[config.mk]
export PLATFORM = sky130hd
export DESIGN_NAME = startup_sequencer
export DESIGN_NICKNAME = d
export VERILOG_FILES = /design/src/rtl/startup_sequencer.sv
export SDC_FILE = /design/constraint.sdc
export NUM_CORES = 1
export LEC_CHECK = 0
export ABC_AREA = 0
export CAP_MARGIN = 20
export CORE_ASPECT_RATIO = 0.8
export CORE_MARGIN = 2
export CORE_UTILIZATION = 55
export CTS_BUF_LIST = sky130_fd_sc_hd__clkbuf_8
export CTS_CLUSTER_SIZE = 20
export DETAILED_ROUTE_END_ITERATION = 8
export PLACE_DENSITY_LB_ADDON = 0.25
export RECOVER_POWER = 100
export SLEW_MARGIN = 5
export SYNTH_ARGS = -nofsm -noshare
export SYNTH_HDL_FRONTEND = slang
export SYNTH_SLANG_ARGS = --single-unit
[constraint.sdc]
create_clock -name clock -period 3.9 [get_ports clock]
set_clock_uncertainty 0.2 [all_clocks]
set_input_delay 0.78 -clock clock [delete_from_list [all_inputs] [get_ports clock]]
set_output_delay 0.78 -clock clock [all_outputs]
set_load 0.02 [all_outputs]
[src/rtl/startup_sequencer.sv]
// Startup sequencer: validates hierarchy enables for the latched startup type, launches the
// required startup clients (all at once or one at a time) and collects their done flags under a timeout.
module startup_sequencer #(
  parameter int                  NUM_SUBS     = 5,
  parameter bit                  ORDERED      = 1'b0,
  parameter int                  TIMEOUT_W    = 16,
  parameter int                  TIMEOUT_CYC  = 50000,
  parameter logic [NUM_SUBS-1:0] MASK_RESET   = '1,
  parameter logic [NUM_SUBS-1:0] MASK_RESTART = '1,
  parameter logic [NUM_SUBS-1:0] MASK_RESUME  = '1,
  localparam int                 IDX_W        = (NUM_SUBS > 1) ? $clog2(NUM_SUBS) : 1
) (
  input  logic                clock,
  input  logic                reset_n,
  input  logic [2:0]          op_state,
  input  logic [2:0]          startup_type,
  input  logic                phEnable,
  input  logic                shEnable,
  input  logic                ehEnable,
  input  logic                phEnableNV,
  input  logic                nv_shEnable,
  input  logic                nv_ehEnable,
  input  logic                nv_phEnableNV,
  input  logic [NUM_SUBS-1:0] sub_done,
  output logic [NUM_SUBS-1:0] sub_start,
  output logic [2:0]          startup_type_out,
  output logic                busy,
  output logic                startup_done,
  output logic                startup_fail,
  output logic [1:0]          fail_code,
  output logic [IDX_W-1:0]    fail_index
);

  typedef enum logic [2:0] {
    ST_IDLE, ST_CHECK, ST_LAUNCH, ST_WAIT, ST_DONE, ST_FAIL
  } state_t;

  localparam logic [2:0] STARTUP_STATE = 3'b010;
  localparam logic [2:0] T_RESET       = 3'd1;
  localparam logic [2:0] T_RESTART     = 3'd2;
  localparam logic [2:0] T_RESUME      = 3'd3;

  localparam logic [1:0] CODE_HIER    = 2'd1;
  localparam logic [1:0] CODE_TYPE    = 2'd2;
  localparam logic [1:0] CODE_TIMEOUT = 2'd3;

  localparam bit                   TIMEOUT_EN = (TIMEOUT_CYC > 0);
  localparam logic [TIMEOUT_W-1:0] TIMER_LAST = TIMEOUT_W'((TIMEOUT_CYC > 0) ? TIMEOUT_CYC - 1 : 0);

  state_t                state;
  logic [NUM_SUBS-1:0]   pending;
  logic [NUM_SUBS-1:0]   target;
  logic [NUM_SUBS-1:0]   done_seen;
  logic [TIMEOUT_W-1:0]  timer;

  logic                  in_startup;
  logic [NUM_SUBS-1:0]   seen_now;
  logic                  complete;
  logic                  timed_out;
  logic [NUM_SUBS-1:0]   pending_left;
  logic [NUM_SUBS-1:0]   type_mask;
  logic                  hier_bad;
  logic                  type_bad;

  function automatic logic [NUM_SUBS-1:0] lowest_onehot(input logic [NUM_SUBS-1:0] v);
    return v & (~v + NUM_SUBS'(1));
  endfunction

  function automatic logic [IDX_W-1:0] lowest_idx(input logic [NUM_SUBS-1:0] v);
    logic [IDX_W-1:0] idx;
    idx = '0;
    for (int i = NUM_SUBS - 1; i >= 0; i--)
      if (v[i]) idx = IDX_W'(i);
    return idx;
  endfunction

  // Parallel mode launches the whole pending set; ordered mode only its lowest member.
  function automatic logic [NUM_SUBS-1:0] launch_set(input logic [NUM_SUBS-1:0] v);
    return ORDERED ? lowest_onehot(v) : v;
  endfunction

  assign in_startup   = (op_state == STARTUP_STATE);
  assign seen_now     = done_seen | (sub_done & target);
  assign complete     = (seen_now == target);
  assign timed_out    = TIMEOUT_EN && (timer == TIMER_LAST);
  assign pending_left = pending & ~target;

  // NOTE: every output of an always_comb gets a default first, so no path can infer a latch.
  always_comb begin
    type_mask = '0;
    hier_bad  = !phEnable;
    type_bad  = 1'b0;
    case (startup_type_out)
      T_RESET: begin
        type_mask = MASK_RESET;
        hier_bad  = hier_bad || !(shEnable && ehEnable && phEnableNV);
      end
      T_RESTART: begin
        type_mask = MASK_RESTART;
        hier_bad  = hier_bad || !(shEnable && ehEnable && phEnableNV);
      end
      T_RESUME: begin
        type_mask = MASK_RESUME;
        hier_bad  = hier_bad || (shEnable != nv_shEnable) || (ehEnable != nv_ehEnable)
                    || (phEnableNV != nv_phEnableNV);
      end
      default: type_bad = 1'b1;
    endcase
  end

  // NOTE: sequential state uses non-blocking assignments only, so every read sees pre-edge values.
  // NOTE: the datapath registers are reset too; they are few and it keeps the reset state fully defined.
  always_ff @(posedge clock or negedge reset_n) begin
    if (!reset_n) begin
      state            <= ST_IDLE;
      pending          <= '0;
      target           <= '0;
      done_seen        <= '0;
      timer            <= '0;
      sub_start        <= '0;
      startup_type_out <= '0;
      busy             <= 1'b0;
      startup_done     <= 1'b0;
      startup_fail     <= 1'b0;
      fail_code        <= '0;
      fail_index       <= '0;
    end else begin
      sub_start <= '0;
      if (state != ST_IDLE && !in_startup) begin
        state            <= ST_IDLE;
        startup_type_out <= '0;
        busy             <= 1'b0;
        startup_done     <= 1'b0;
        startup_fail     <= 1'b0;
        fail_code        <= '0;
        fail_index       <= '0;
      end else begin
        case (state)
          ST_IDLE: begin
            if (in_startup) begin
              state            <= ST_CHECK;
              startup_type_out <= startup_type;
              busy             <= 1'b1;
            end
          end
          ST_CHECK: begin
            if (hier_bad || type_bad) begin
              state        <= ST_FAIL;
              busy         <= 1'b0;
              startup_fail <= 1'b1;
              fail_code    <= hier_bad ? CODE_HIER : CODE_TYPE;
              fail_index   <= '0;
            end else if (type_mask == '0) begin
              state        <= ST_DONE;
              busy         <= 1'b0;
              startup_done <= 1'b1;
            end else begin
              state     <= ST_LAUNCH;
              pending   <= type_mask;
              target    <= launch_set(type_mask);
              sub_start <= launch_set(type_mask);
            end
          end
          ST_LAUNCH: begin
            state     <= ST_WAIT;
            timer     <= '0;
            done_seen <= '0;
          end
          ST_WAIT: begin
            done_seen <= seen_now;
            timer     <= timer + TIMEOUT_W'(1);
            if (complete) begin
              if (pending_left != '0) begin
                state     <= ST_LAUNCH;
                pending   <= pending_left;
                target    <= launch_set(pending_left);
                sub_start <= launch_set(pending_left);
              end else begin
                state        <= ST_DONE;
                pending      <= '0;
                busy         <= 1'b0;
                startup_done <= 1'b1;
              end
            end else if (timed_out) begin
              state        <= ST_FAIL;
              busy         <= 1'b0;
              startup_fail <= 1'b1;
              fail_code    <= CODE_TIMEOUT;
              fail_index   <= lowest_idx(target & ~done_seen);
            end
          end
          ST_DONE, ST_FAIL: ;
          default: state <= ST_IDLE;
        endcase
      end
    end
  end

endmodule

==> summary.md, run 1 <==
| Metric | Value |
|---|---|
| Status | complete, but fails checks |
| Failing checks | capacitance limit, slew limit |
| Gr usage total | about a quarter |
| RSZ-0062 raised after global routing | no |
| Pre-CTS setup slack | ~0.47 ns |
| I/O Buffers | 35 |
| Postcts setup bufs | 0 |
| Max_slew headroom | -3.49% |
| CTS tree | done |
| R2R Path Start | state[1] |
| Worst path cell trace | dlygate4sd3_1 > nor2_1 > nand2_1 > ha_1 > nor2_1 > nand2_1 > nor4_1 > nand3_1 > xor2_1 > nor2_1 |
| Syn Std Cell Area | 0.00268 mm^2 |
| HP Class | flip-flop to flip-flop |
| DP Wirelength | 4290 um |
| Remaining Overflow, GRT | 0 |
| Main synth FF type | dfrtp_1 |
| Initial antenna violation count | 0 |
| Final setup vio count | 0 |
| Global-route wire length before repair | 10200 um |
| Setup TNS | 0 ns |
| Number of global-route vias before repair | 2094 |
| Critical path type | primary input to flip-flop |
| # IOs | 36 |
| Post-CTS Hold Buffers | 0 |
| Std cell rows | 22 |
| DRC viols | 0 |
| Clk pin slew, worst setup/hold paths | 0.10 ns |
| Initial DRT Pass Iterations | 5 |
| Worst Setup EP | timer[15] |
| Max-cap viol count | 1 |
| PwrDens | 503 mW/mm^2 |
| Minimum clock period | ~3.2 ns |
| Crit-path max FO | 8 |
| Maximum vdd ir drop | 0.000321 V |
| Core Area | 0.00465 mm^2 |
| Final hold violation count | 0 |
| Routed WL | 5860 um |
| Worst slew pin tran | roughly 1.6 ns |
| Initial DRC Count | between 200 and 250 |
| Internal | roughly 980 uW |
| Final Non-Filler Cells | 383 |
| Initial Util | 57.7% |
| CP Launch Type | primary input |
| Arrival time at the worst endpoint | 3.22 ns |
| Slowest-stage cell, CP | nor4_1 |
| Share of layout cells above drive strength 1 | 5.26% |
| Slowest stage delay, CP | 0.67 ns |
| Total CTS buffers | 5 |
| Final period util | 83.1% |
| Pin count of the biggest net entering global routing | 30 |
| Reg power frac | 42.6% |
| EDFF count, synth | 0 |
| Area contributors post-synth | dfrtp_1 47%, o21ai_0 4.8%, nand2_1 3.9%, nor2_1 3.6%, a21o_1 2.8% |
| RePlAce Congestion | 0.815 |
| Post-synth top cells | 50 x dfrtp_1, 28 x nand2_1, 26 x nor2_1, 26 x o21ai_0, 14 x nand3_1 |
| Placed insts | 375 |
| Worst endpoint required time | 3.88 ns |
| Die ar. | approximately 0.0055 mm^2 |
| Net Sw Power | ~600 uW |
| Top-count cell post-synth | dfrtp_1 |
| R2R Setup Slk | 0.82 ns |
| Die Height | 66.5 um |
| Clk root buf | clkbuf_8 |
| Clk buf depth | 2 |
| Post-synth top area share | between 40% and 50% |
| Nets | 345 |
| Synth Net Count | just over 300 |
| Sw Share | 38.6% |
| Antenna-violating nets left | 0 |
| Number of inserted diodes | 0 |
| H-tree Lvls | 2 |
| Vias/cell | 6.01 |
| Final WS setup | 0.659 ns |
| Synth area leader | dfrtp_1 |
| Via count | 2303 |
| Worst r2r path cells | 8 |
| Final Max Tran Viols | 30 |
| Worst Setup SP | op_state[0] |
| Crit Reg-Reg Endpoint | timer[15] |
| Mapped Cells | 282 |
| Max Clk Rate | 309 MHz |
| Synthesis-to-layout area growth | 18.2% |
| Most used cell, CP | nor2_1 |
| Post-synth ARST share | 100% |
| Clock latency on the worst-skew pair | 0.30 ns |
| Post-synthesis average cell area | between 9 and 10 um^2 |
| Setup crit end kind | flip-flop |
| Yosys cell types | 48 |
| Clock Power Share | approximately a fifth |
| WL/cell | 15.3 um |
| Seq cells post-synth | 50 |
| Synth Warn # | 0 |
| Combinational power share | 37.2% |
| Pleak | 0.00143 uW |
| PostCTS Resize Cnt | 0 |
| Register area share after synthesis | 46.6% |
| Sink Count | 50 |
| Die Span X | 82.1 um |
[logic make-up after synthesis]
| group | synth area share, % |
|---|---|
| AO/OA/AOI/OAI | 21.2 |
| multiplexers | 3.26 |
| AND/OR/NAND/NOR | 23.2 |
| flip-flops | 46.6 |
| XOR/XNOR | 1.96 |
| adder cells (fa/ha/maj) | 1.40 |
| buffers and inverters | 2.38 |
[critical path, delay by kind of cell]
family / cells / cell delay, ns
adders and majority gates: 1 / 0.20
and+or+nand+nor: 7 / 1.52
xor gates and xnor gates: 1 / 0.18
buffers and inverters: 1 / 0.54
[layout by cell type, fill, tap and decap left out, types with 2 or more instances in the layout]
cell type	n
o2bb2ai_1	2
o211ai_1	6
clkinv_4	2
inv_1	7
clkbuf_1	6
nand2_1	28
mux2_1	2
clkbuf_8	6
nand3_1	14
ha_1	3
nor2b_1	8
nand4b_1	3
or3_1	3
nand2b_1	9
mux2i_1	2
a21oi_1	10
a22o_1	6
nor2_1	26
nor3_1	4
nor4_2	2
dfrtp_1	50
clkdlybuf4s50_1	16
a21o_1	10
a31oi_1	7
nor3b_1	6
nor4_1	2
o22ai_1	2
and3_1	2
nand4_1	5
mux2_2	2
o21ai_0	28
dlygate4sd3_1	18
o31ai_1	4
xor2_1	5
[area by class of cell]
| type | count | area, um^2 |
|---|---|---|
| clock buffers | 6 | 82.6 |
| fillers | 374 | 1480 |
| inverters | 7 | 26.3 |
| repair buffers | 41 | 370 |
| flip-flops and latches | 50 | 1250 |
| multi-input cells | 217 | 1350 |
| clock inverters | 2 | 17.5 |
| well taps | 60 | 75.1 |
[routing by layer]
metal / GRT usage [%] / part of all wire, % / vias to the layer above
met4: 6.04 / 1.6 / 0
met2: 37.6 / 44 / 91
met1: 35.3 / 47 / 1090
met3: 6.64 / 7.3 / 11
li1: - / - / 1111
met5: 0 / 0 / -
[registers in the layout, summed over array words and instances, names as in the netlist]
register / flops
sub_start: 5
fail_index: 3
fail_code: 2
startup_done: 1
busy: 1
done_seen: 5
pending: 5
startup_fail: 1
state: 3
startup_type_out: 3
target: 5
timer: 16
[stage by stage]
stage | util [%] | hold WS (ns) | power, uW | instance area (um^2)
after detailed placement | 66.9 | 0.267 | 1320 | 3110
after global placement | 66.9 | 0.252 | 1300 | 3110
after global routing | 68.2 | 0.301 | 1730 | 3170
after floorplan | - | 0.242 | 1110 | 2680
after CTS | 69.0 | 0.290 | 1640 | 3210
final | 68.2 | 0.289 | 1600 | 3170
[how the worst min path moves through the flow]
stage,startpoint,end,slack [ns],cells past startpoint
floorplan,pending[3],pending[3],0.24,1
global placement,pending[3],pending[3],0.25,1
detailed placement,pending[4],pending[4],0.27,1
CTS,pending[4],pending[4],0.29,1
global route,pending[4],pending[4],0.30,1
finish,pending[4],pending[4],0.29,1
[power by group through the flow]
stage	Clock [uW]	Combinational, uW	Sequential [uW]
after floorplan	0	401	705
after global placement	0	616	686
after detailed placement	0	627	690
after CTS	330	629	680
after global routing	364	671	694
final	324	594	680
Power figures use the tool's default switching activity.
==> run 2, diff against run 1 <==
--- a/config.mk
+++ b/config.mk
@@ -9,7 +9,7 @@
 export CAP_MARGIN = 20
 export CORE_ASPECT_RATIO = 0.8
 export CORE_MARGIN = 2
-export CORE_UTILIZATION = 55
+export CORE_UTILIZATION = 51
 export CTS_BUF_LIST = sky130_fd_sc_hd__clkbuf_8
 export CTS_CLUSTER_SIZE = 20
 export DETAILED_ROUTE_END_ITERATION = 8
==> constraint.sdc (replaced) <==
create_clock -name clock -period 2.72 [get_ports clock]
set_clock_uncertainty 0.2 [all_clocks]
set_input_delay 0.544 -clock clock [delete_from_list [all_inputs] [get_ports clock]]
set_output_delay 0.544 -clock clock [all_outputs]
set_load 0.02 [all_outputs]
==> run 2 against run 1 <==
The flow now finishes without violations. Critical path depth is 3 lower. Non-clock buffer count is 20 higher. Core utilization is 1.9 points lower. Cell count is 5.7% higher. First-iteration DRC count is 8.6% higher. Design area is 5.3% higher. Critical path type unchanged. Critical endpoint is now fail_index[1]. Largest power group is now combinational logic.
==> summary.md, run 2 (synthesis gave the netlist of run 1 again) <==
| Metric | Value |
|---|---|
| CTS tree | done |
| Status | complete, no violations |
| PwrDens | 747 mW/mm^2 |
| H-tree Lvls | 2 |
| R2R Setup Slk | 0.20 ns |
| I/O Buffers | 35 |
| Critical path type | primary input to flip-flop |
| DP Wirelength | between 4000 and 5000 um |
| Synthesis-to-layout area growth | 24.5% |
| Die Span X | 85.1 um |
| Global-route wire length before repair | approximately 11000 um |
| Max_slew headroom | 16.8% |
| Core Area | 0.00504 mm^2 |
| Number of global-route vias before repair | 2216 |
| Initial antenna violation count | 0 |
| Share of layout cells above drive strength 1 | 11.4% |
| Slowest-stage cell, CP | clkdlybuf4s50_1 |
| Maximum vdd ir drop | 0.000476 V |
| Post-CTS Hold Buffers | 0 |
| Sink Count | 50 |
| Hold Path Depth | 1 |
| Pleak | between 0.0015 and 0.002 uW |
| # IOs | 36 |
| Most common cell after layout, fill and taps aside | dfrtp_1 |
| Clk pin slew, worst setup/hold paths | 0.10 ns |
| Max reg flops | 16 |
| Top reg by flops | timer |
| DRC viols | 0 |
| Total CTS buffers | 5 |
| Slowest stage delay, CP | slightly below 0.5 ns |
| Setup crit end kind | flip-flop |
| Gr usage total | approximately a quarter |
| Initial DRC Count | roughly 260 |
| WL/cell | 15.8 um |
| Remaining Overflow, GRT | 0 |
| Commonest cells after routing, fill and taps aside | 50 x dfrtp_1, 28 x nand2_1, 27 x nor2_1, 27 x o21ai_0, 20 x buf_4 |
| Die Height | 68.9 um |
| Fin util | 66.3% |
| R2R Path Start | state[2] |
| Arrival time at the worst endpoint | roughly 2.6 ns |
| CP Launch Type | primary input |
| Pin count of the biggest net entering global routing | 51 |
| Initial Util | 53.3% |
| PostCTS Resize Cnt | 0 |
| Crit-path leading delay family | compound AO/OA/AOI/OAI gates |
| Via count | about 2400 |
| Layout fillers | 430 |
| Final Non-Filler Cells | 405 |
| Routed WL | between 6000 and 7000 um |
| Crit-path max FO | 4 |
| RSZ-0062 raised after global routing | no |
| Placed insts | 397 |
| HP Class | flip-flop to flip-flop |
| Die ar. | 0.00586 mm^2 |
| Minimum clock period | 2.55 ns |
| Clock latency on the worst-skew pair | 0.31 ns |
| Final Max Tran Viols | 0 |
| Hold Startpoint | pending[3] |
| Crit Reg-Reg Endpoint | done_seen[4] |
| Max-cap viol count | 0 |
| Max Clk Rate | slightly below 400 MHz |
| Final hold violation count | 0 |
| Clk buf depth | 2 |
| Vias/cell | 5.82 |
| Initial DRT Pass Iterations | 4 |
| RePlAce Congestion | 0.849 |
| Number of inserted diodes | 0 |
| Clk root buf | clkbuf_8 |
| Worst path cell trace | clkdlybuf4s50_1 > nor3b_1 > nor4_2 > o2111a_1 > nor2_1 > a221oi_4 > mux2_1 |
| Nets | 365 |
| Std cell rows | 23 |
| Worst slew pin tran | 1.25 ns |
| Buf/Inv on CP | 1 |
| Crit path depth | 7 |
| Worst r2r path cells | 8 |
| Worst hold endpoint | pending[3] |
| Postcts setup bufs | 0 |
| Final period util | 93.8% |
| Antenna-violating nets left | 0 |
| Final setup vio count | 0 |
| Worst endpoint required time | 2.71 ns |
run 2: changes by cell type in the layout (fill, tap and decap cells not counted), moves of 2 or more:
cell and change:
clkinv_4 -2, clkinvlp_4 +2, dlygate4sd3_1 -2, buf_4 +19
clkdlybuf4s50_1 +2, clkbuf_1 -2
run 2: per-layer routing:
metal,routed length (um),global-route usage (%)
met1,2970,33.7
met2,2930,36.4
met3,388,3.69
met4,93,8.53
met5,0,0
run 2: where the power goes:
part | leakage [uW] | switching [uW] | internal (uW)
clock | 0.0000504 | 270 | 274
combinational | 0.000810 | 555 | 438
sequential | 0.000676 | 103 | 857
run 2: final cells by class:
cell class,count,area (um^2),area share [%]
Inverter,7,26.3,0.787
Timing Repair Buffer,61,523,15.7
Clock inverter,3,45.0,1.35
Tap cell,62,77.6,2.32
Clock buffer,5,68.8,2.06
Sequential cell,50,1250,37.5
Multi-Input combinational cell,217,1350,40.4
run 2: how the worst max path moves through the flow:
stage / start / to / slack [ns]
after CTS: sub_done[3] / fail_index[1] / 0.14
after global routing: sub_done[3] / target[3] / 0.03
after floorplan: state[0] / timer[13] / 0.15
after global placement: sub_done[3] / fail_index[1] / -0.13
final: sub_done[3] / fail_index[1] / 0.17
after detailed placement: sub_done[3] / fail_index[1] / -0.20
run 2: per-stage QoR:
stage | setup slack (ns) | hold slack, ns | area [um^2] | total power [uW] | TNS, ns
final | 0.168 | 0.294 | 3340 | 2500 | 0
after CTS | 0.135 | 0.161 | 3380 | 2540 | 0
after global routing | 0.0287 | 0.313 | 3340 | 2660 | 0
after floorplan | 0.149 | 0.0484 | 2680 | 1590 | 0
after global placement | -0.125 | 0.251 | 3260 | 1970 | -0.661
after detailed placement | -0.201 | 0.257 | 3260 | 2000 | -1.74
